File: src/rtl/encoder_8to3_seq.sv
// Sequential 8-to-3 encoder: accepts an 8-bit request vector and streams the
// 3-bit index of every set bit, one per beat, in fixed priority order.
module encoder_8to3_seq #(
    parameter int PRIORITY_MSB = 0
) (
    input  logic       clk,
    input  logic       rst,
    input  logic       in_valid,
    output logic       in_ready,
    input  logic [7:0] en_in,
    output logic       out_valid,
    input  logic       out_ready,
    output logic [2:0] en_out,
    output logic       out_last,
    output logic       zero_drop
);

    typedef enum logic [0:0] {
        IDLE = 1'b0,
        EMIT = 1'b1
    } state_t;

    state_t     state_r;
    state_t     state_s;
    logic [7:0] pending_r;
    logic [7:0] pending_s;
    logic [7:0] cleared_s;
    logic       zero_s;
    logic       in_ready_s;
    logic       out_valid_s;
    logic [2:0] en_out_s;
    logic       out_last_s;

    // Index of the highest-priority set bit; the last match in scan order wins.
    function automatic logic [2:0] prio_index(input logic [7:0] vec);
        logic [2:0] idx;
        idx = 3'd0;
        if (PRIORITY_MSB != 0) begin
            for (int i = 0; i < 8; i++) idx = vec[i] ? 3'(i) : idx;
        end else begin
            for (int i = 7; i >= 0; i--) idx = vec[i] ? 3'(i) : idx;
        end
        return idx;
    endfunction

    function automatic logic is_single(input logic [7:0] vec);
        return (vec != 8'h00) && ((vec & (vec - 8'd1)) == 8'h00);
    endfunction

    // State and pending-vector register.
    always_ff @(posedge clk) begin
        if (rst) begin
            state_r   <= IDLE;
            pending_r <= 8'h00;
        end else begin
            state_r   <= state_s;
            pending_r <= pending_s;
        end
    end

    // Next-state logic: accept in IDLE, retire one index per handshake in EMIT.
    always_comb begin
        state_s   = state_r;
        pending_s = pending_r;
        zero_s    = 1'b0;
        cleared_s = pending_r & ~(8'd1 << prio_index(pending_r));
        case (state_r)
            IDLE: begin
                if (in_valid) begin
                    if (en_in != 8'h00) begin
                        pending_s = en_in;
                        state_s   = EMIT;
                    end else begin
                        zero_s = 1'b1;
                    end
                end else begin
                    state_s = IDLE;
                end
            end
            EMIT: begin
                if (out_ready) begin
                    pending_s = cleared_s;
                    state_s   = (cleared_s == 8'h00) ? IDLE : EMIT;
                end else begin
                    state_s = EMIT;
                end
            end
            default: begin
                state_s   = IDLE;
                pending_s = 8'h00;
            end
        endcase
    end

    // Output decode from the next state so the outputs can be registered
    // without adding a cycle of latency.
    always_comb begin
        in_ready_s  = 1'b1;
        out_valid_s = 1'b0;
        en_out_s    = 3'd0;
        out_last_s  = 1'b0;
        case (state_s)
            IDLE: begin
                in_ready_s  = 1'b1;
                out_valid_s = 1'b0;
            end
            EMIT: begin
                in_ready_s  = 1'b0;
                out_valid_s = 1'b1;
                en_out_s    = prio_index(pending_s);
                out_last_s  = is_single(pending_s);
            end
            default: begin
                in_ready_s  = 1'b1;
                out_valid_s = 1'b0;
            end
        endcase
    end

    // Output register.
    always_ff @(posedge clk) begin
        if (rst) begin
            in_ready  <= 1'b1;
            out_valid <= 1'b0;
            en_out    <= 3'd0;
            out_last  <= 1'b0;
            zero_drop <= 1'b0;
        end else begin
            in_ready  <= in_ready_s;
            out_valid <= out_valid_s;
            en_out    <= en_out_s;
            out_last  <= out_last_s;
            zero_drop <= zero_s;
        end
    end

endmodule

File: config.mk
export PLATFORM = sky130hd
export DESIGN_NAME = encoder_8to3_seq
export DESIGN_NICKNAME = d
export VERILOG_FILES = /design/src/rtl/encoder_8to3_seq.sv
export SDC_FILE = /design/constraint.sdc
export NUM_CORES = 1
export LEC_CHECK = 0
export ABC_AREA = 1
export BUFFER_PORTS_ARGS = -buffer_cell sky130_fd_sc_hd__buf_2
export CAP_MARGIN = 20
export CORE_MARGIN = 1.5
export CORE_UTILIZATION = 54
export CTS_BUF_LIST = sky130_fd_sc_hd__clkbuf_4 sky130_fd_sc_hd__clkbuf_8 sky130_fd_sc_hd__clkbuf_16
export DETAILED_ROUTE_END_ITERATION = 10
export MAX_ROUTING_LAYER = met4
export PLACE_DENSITY_LB_ADDON = 0.2
export SLEW_MARGIN = 20
export SYNTH_ARGS = -nofsm -noshare
export SYNTH_HDL_FRONTEND = slang
export SYNTH_SLANG_ARGS = --single-unit
export TNS_END_PERCENT = 30
File: constraint.sdc
create_clock -name clk -period 2 [get_ports clk]
set_input_delay 0.2 -clock clk [delete_from_list [all_inputs] [get_ports clk]]
set_output_delay 0.2 -clock clk [all_outputs]
set_load 0.01 [all_outputs]
# Yosys cells after proc, flatten, opt, wreduce, memory -nomap -nowiden
# Index checks and enable logic that the tools add are counted.
# totals
regBits	16
latchBits	0
ramBits	0
romBits	0
out_inout_bits	7
memories	0
# op_classes
n_addsub	1
multipliers	0
div	0
order_cmp	0
eq_ne	0
shift	1
muxes	27
n_bitwise	6
n_reduce_logical	10
# op_table
op	n
3-bit 2-to-1 mux	12
8-bit 2-to-1 mux	3
8-bit AND	2
8-bit logical NOT	2
8-bit case mux with 2 select lines	1
8-bit nonzero test	2
8-bit inverter	1
1-bit by 3-bit left shift with 8-bit output, first input constant	1
8-bit by 1-bit subtractor with 8-bit output, second input constant	1
1-bit 2-to-1 mux	6
1-bit case mux with 2 select lines	3
3-bit OR reduction	2
6-bit OR reduction	1
2-bit 2-to-1 mux	2
4-bit OR reduction	1
1-bit inverter	3
2-bit OR reduction	1
1-bit logical AND	1

# Depth between registers and ports, before layout
# Gate-level depths: netlist (run 1).
# depth
ltp_word	20
mapped_depth	17
ltp_nobuf	17

# Least setup slack after synthesis (run 1)
# No wires, ideal clock.
# synth_path
path_type	reg2reg
startpoint	register pending_r[5]
endpoint	register out_last
arrival_ns	1.410
t_required_ns	1.890
path_slack_ns	0.480
stages_incl_launch_ff	11
period_less_slack_ns	1.520
cell_sequence	dfxtp_1 nor2_4 nand2_2 a21boi_4 nand4_1 a21oi_2 nand2_1 nor2_2 nand2_1 nand2_1 nor2_1
# synth_via
elab_chain_len	15
# synth_lines
element	line	text
start, declared	25	logic [7:0] pending_r;
start signal, assigned	57	pending_r <= pending_s;
3-bit 2-to-1 mux (6 in series)	41	for (int i = 7; i >= 0; i--) idx = vec[i] ? 3'(i) : idx;
1-bit by 3-bit left shift with 8-bit output	66	cleared_s = pending_r & ~(8'd1 << prio_index(pending_r));
8-bit inverter	66	
8-bit AND	66	
8-bit 2-to-1 mux / 8-bit logical NOT (equally long branches)	81, 83	
8-bit case mux with 2 select lines / 1-bit 2-to-1 mux (equally long branches)	67, 83	
8-bit by 1-bit subtractor with 8-bit output / 1-bit 2-to-1 mux (equally long branches)	47, 81	
8-bit AND / 1-bit case mux with 2 select lines (equally long branches)	47, 67	
8-bit logical NOT / 1-bit inverter (equally long branches)	--	
1-bit logical AND / 2-bit OR reduction (equally long branches)	--	
end signal, assigned	132	out_last <= out_last_s;
end, declared	14	output logic out_last,
# Parallel ways exist; a longest one is shown, timed or not.
# A chain may end at the register's enable or synchronous reset.

# Worst setup path in the final report (run 1)
# Ends and elaborated chain as after synthesis.

==> results of run 1 <==
## worst max path at each step
stage	to	cells after the start	startpoint	slack, ns
after floorplan	out_last	10	pending_r[5]	0.48
after global placement	en_out[0]	9	state_r	0.24
after detailed placement	out_last	10	pending_r[0]	0.24
after CTS	out_last	10	pending_r[0]	0.21
after global routing	out_last	15	pending_r[5]	0.02
final	out_last	15	pending_r[5]	0.23
## cells by family after synthesis
logic type,share of synthesized area [%]
compound gates,12.8
buf+inv,12.1
simple gates,45.6
flops,29.4
## cell usage after synthesis
| library cell | number |
|---|---|
| o21ai_0 | 2 |
| o21ai_2 | 1 |
| nor2_4 | 2 |
| nor2_1 | 18 |
| inv_1 | 30 |
| clkinv_1 | 1 |
| a211oi_1 | 1 |
| a21boi_4 | 1 |
| dfxtp_1 | 15 |
| inv_2 | 1 |
| nand4_1 | 4 |
| nand2_1 | 57 |
| a21oi_2 | 1 |
| nand3_1 | 13 |
| o22ai_1 | 2 |
| a21oi_4 | 1 |
| a21oi_1 | 7 |
| o21ai_1 | 1 |
| nor3_1 | 1 |
| o21a_1 | 1 |
| nand2_2 | 3 |
| nor2_2 | 6 |
| nand3_2 | 1 |
| buf_1 | 1 |
## stage by stage
| stage | std cells | power, mW |
|---|---|---|
| 2_1_floorplan | 171 | 0.529 |
| 3_3_place_gp | 213 | 0.590 |
| 3_5_place_dp | 213 | 0.594 |
| 4_1_cts | 217 | 0.769 |
| 5_1_grt | 217 | 0.819 |
| 6_report | 217 | 0.768 |
## worst max-delay path, cell delays in order (launching register included)
cell and delay (ns):
dfxtp_1 0.43, inv_1 0.09, nand2_1 0.07, nand2_1 0.06, nand2_1 0.07, nand2_2 0.07
nand2_1 0.10, nand4_1 0.11, nand2_1 0.08, nand2_1 0.10, nor2_2 0.18, inv_1 0.09
nor2_2 0.11, nand2_1 0.06, nand2_1 0.05, nor2_1 0.04
## power groups by stage
stage,Combinational (mW),Clock [mW],Sequential [mW]
finish,0.252,0.177,0.339
global route,0.284,0.192,0.342
CTS,0.250,0.181,0.338
detailed placement,0.249,0,0.345
global placement,0.245,0,0.345
floorplan,0.181,0,0.348
## area by class of cell
cell class | count | area, µm²
Fill cell | 162 | 578
Clock inverter | 1 | 5.00
Tap cell | 25 | 31.3
Clock buffer | 3 | 22.5
Inverter | 32 | 120
Sequential cell | 15 | 300
Multi-Input combinational cell | 123 | 598
Timing Repair Buffer | 18 | 90.1
## state kept, by name, indices dropped and copies added (netlist names)
signal	count
pending_r	8
state_r	1
out_last	1
zero_drop	1
in_ready	1
en_out	3
## metal layers
layer  track usage (%)  vias to the layer above
li1                  -                      569
met1              35.5                      465
met2              46.7                       42
met3              3.53                        6
met4              10.3                        0
met5                 -                        -
==> flow_summary.yaml, run 1 <==
placed_design:
  placed_area_um2: 1140
  dp_hpwl_um: 2040
  place.gp.congestion: 0.922
  port_buffers: 18
  post-place-ws_ns: 0.238
sta:
  worst_pin_slew_ns: 0.309
  drv_slew: 0
  clock.fmax_mhz: 563
  hold_viol_final: 0
  min_period_ns: 1.77
  rsz0062_at_grt: "false"
  finalWorstSetupSlack_ns: 0.225
  timing.final.crit_share_pct: 88.7
  setup_violations: 0
  finalSetupTns_ns: 0
  fin_skew_ns: 0.00234
  slew_headroom_pct: 79.3
  whs_ns: 0.221
critical_path:
  cp.required_ns: 2.20
  crit_arrival_ns: 1.97
  critPathKind: "reg -> reg"
  cp_max_fo: 4
  r2r_setup_slack_ns: 0.23
  rr_worst_depth: 15
  r2r-start: "pending_r[5]"
  crit_path_start_kind: "flop"
  r2r_end: "out_last"
  cp-end-kind: "flop"
worst_hold_path:
  min_path_type: "in -> reg"
  hp-start: "rst"
  holdPathStages: 2
  hold_path_end: "pending_r[3]"
power_and_ir_drop:
  p_int_mw: 0.482
  p_sw_mw: 0.287
  power_frac_seq_pct: 44.1
  pwr-share-comb_pct: 32.8
  powerDensity_nw_per_um2: 658
  ir_worst_vdd_mv: 0.597
  power.leakage_nw: 0.626
  swShare_pct: 37.3
  clockPowerShare_pct: 23.1
floorplanning:
  coreArea_um2: 1750
  io-pin-count: 19
  die-area_um2: 2160
  die_w_um: 46.5
  row_count: 15
  start_util_pct: 58.4
  die_h_um: 46.5
clock_tree:
  cts_made_buffers: 3
  cts-resized-gates: 0
  cts_sinks: 15
  htreeDepth: 1
  hold_buffers: 0
  cts_tree: "built"
  clockBufferDepth: 2
  post_cts.repair.setup_buffers: 0
  root_buffer: "clkbuf_4"
  clock_latency_ns: 0.29
  clk_pin_slew_worst_paths_ns: 0.09
drt:
  first_pass_iters: 4
  wl_per_cell_um: 11.4
  vias: 1082
  routed-wl-met2_um: 1220
  viasPerCell: 4.99
  drc: 0
  met1_length_um: 1030
  drt_iter0_drc: 38
  wl_met3_um: 187
  detail-route-antenna-nets: 0
  top_layer: "met4"
  drt_wl_total_um: 2480
logic_synthesis:
  synthCells: 171
  syn_area_per_cell_um2: 5.96
  synth.distinct_cells: 24
  ys_ff_latch: 15
  yosys_warnings: 0
  synth.top_cell.area_share_pct: 29.4
  synthTopCellsByArea: "dfxtp_1 (29%), nand2_1 (21%), inv_1 (11%)"
  seq_area_frac_synth_pct: 29.4
  synth_area_leader_cell: "dfxtp_1"
  synth_area_um2: 1020
  syn-num-nets: 183
global_routing:
  grt_max_degree: 11
  grt_pass1_wl_um: 4210
  grt_overflow: 0
  grt_util_all_layers_pct: 28.4
  grt_pass1_vias: 1018
  antenna_found_initial: 0
job:
  maxCapViolations: 0
layout:
  diodes: 0
  final_common_cell: "nand2_1"
  most-common-layout-cells: "nand2_1 (57), inv_1 (30), buf_2 (18), nor2_1 (17), dfxtp_1 (15)"
  nets: 205
  drive_gt1_share_pct: 20.8
  stdcell_area_um2: 1170
  final_core_util_pct: 66.9
  areaGrowthSynthToFinish_pct: 14.5
outcome:
  run_status: "completed"
No activity file was read; power rests on OpenSTA's default activity.
==> inputs of run 2 (changes only) <==
- CORE_UTILIZATION: 54 -> 53
==> run 2 against run 1 <==
Compared with the run above:
- core utilization fell by 0.71 points
- total power is 0.31% higher
- flip-flop and latch count is the same
- largest cell class unchanged
- largest power group unchanged
==> flow_summary.yaml, run 2 (same netlist as run 1, synthesis figures left out) <==
power_and_ir_drop:
  powerDensity_nw_per_um2: 660
  ir_worst_vdd_mv: 0.502
  power.leakage_nw: 0.626
  finalPower_mw: 0.771
worst_hold_path:
  hp-start: "rst"
  min_path_type: "in -> reg"
critical_path:
  cp-end-kind: "flop"
  r2r_setup_slack_ns: 0.20
  crit_path_start: "pending_r[2]"
  crit_path_start_kind: "flop"
  r2r-start: "pending_r[2]"
  critPathKind: "reg -> reg"
  cp_max_fo: 5
  cp.required_ns: 2.23
  crit_arrival_ns: 2.03
layout:
  fin_cells: 217
  areaGrowthSynthToFinish_pct: 14.5
  largest_reg_flops: 8
  stdcell_area_um2: 1170
  diodes: 0
  reg_top3: "pending_r: 8 flops, en_out: 3 flops"
  nets: 205
  most-common-layout-cells: "nand2_1 (57), inv_1 (30), buf_2 (18), nor2_1 (17), dfxtp_1 (15)"
  drive_gt1_share_pct: 20.8
  final_common_cell: "nand2_1"
  regMostFlops: "pending_r"
global_routing:
  grt_pass1_wl_um: 4070
  grt_util_all_layers_pct: 27.4
  grt_overflow: 0
  grt_pass1_vias: 986
  antenna_found_initial: 0
  grt_max_degree: 11
sta:
  timing.final.crit_share_pct: 89.8
  min_period_ns: 1.80
  worst_pin_slew_ns: 0.310
  hold_viol_final: 0
  fin_skew_ns: 0.0124
  slew_headroom_pct: 79.3
  finalSetupTns_ns: 0
  setup_violations: 0
  rsz0062_at_grt: "false"
  whs_ns: 0.189
  drv_slew: 0
  clock.fmax_mhz: 557
clock_tree:
  clockBufferDepth: 2
  root_buffer: "clkbuf_4"
  post_cts.repair.setup_buffers: 0
  clock_latency_ns: 0.30
  cts_sinks: 15
  htreeDepth: 1
  clk_pin_slew_worst_paths_ns: 0.10
  cts_made_buffers: 3
  cts_tree: "built"
drt:
  drt_iter0_drc: 37
  viasPerCell: 5.05
  detail-route-antenna-nets: 0
  first_pass_iters: 4
  drc: 0
  wl_per_cell_um: 11.6
  drt_wl_total_um: 2510
  vias: 1096
outcome:
  run_status: "completed"
placed_design:
  dp_hpwl_um: 2030
  port_buffers: 18
  place.gp.congestion: 0.948
  placed_area_um2: 1140
  place_inst: 213
floorplanning:
  die-area_um2: 2200
  start_util_pct: 57.8
  coreArea_um2: 1760
  die_h_um: 46.9
  io-pin-count: 19
  die_w_um: 46.9
  row_count: 15
job:
  maxCapViolations: 0
-- run 2: cell counts in the layout (fill, tap and decap cells not counted) --
No cell type changed its count.
-- run 2: cell type report --
cell class | count | area (µm²)
fillers | 181 | 597
repair buffers | 18 | 90.1
well taps | 25 | 31.3
inverters | 32 | 120
clock inverters | 1 | 5.00
multi-input cells | 123 | 598
flip-flops and latches | 15 | 300
clock buffers | 3 | 22.5
-- run 2: timing repair --
item | CTS | global route
setup endpoints to repair | 0 | 1
gates resized for setup | 0 | 1
hold buffers | 0 | 0
endpoints found under the hold margin | 0 | 0
-- run 2: worst max-delay path: stages, from the launching register on --
cell,delay (ns)
dfxtp_1,0.39
nor2_4,0.19
nand2_2,0.10
a21oi_4,0.18
nand4_1,0.15
a21oi_2,0.22
inv_1,0.06
nand2_1,0.07
nand2_1,0.07
nor2_1,0.12
nand3_1,0.10
nor2_1,0.08
-- run 2: final timing paths --
check / endpoint / cells past startpoint
min: pending_r[7] / 2
max: out_last / 11
min reg2reg: pending_r[6] / 4
max reg2reg: out_last / 11
-- run 2: report_power, final --
| group | switching (mW) | total, mW | internal, mW |
|---|---|---|---|
| Combinational | 0.165 | 0.253 | 0.0877 |
| Clock | 0.104 | 0.179 | 0.0745 |
| Sequential | 0.0195 | 0.339 | 0.320 |
| Total | 0.289 | 0.771 | 0.482 |
-- run 2: layer usage --
metal  track usage (%)  wire (µm)  vias to the layer above
met4              12.8         48                        0
met1              32.7       1100                      478
met5                 -          0                        -
met3              3.46        139                        8
li1                  -          -                      570
met2              45.5       1220                       40
-- run 2: stage by stage --
stage,util [%],worst slack [ns]
after global placement,64.5,0.242
after global routing,66.2,0.0209
after floorplan,-,0.480
after detailed placement,64.5,0.209
final,66.2,0.203
after CTS,66.0,0.165
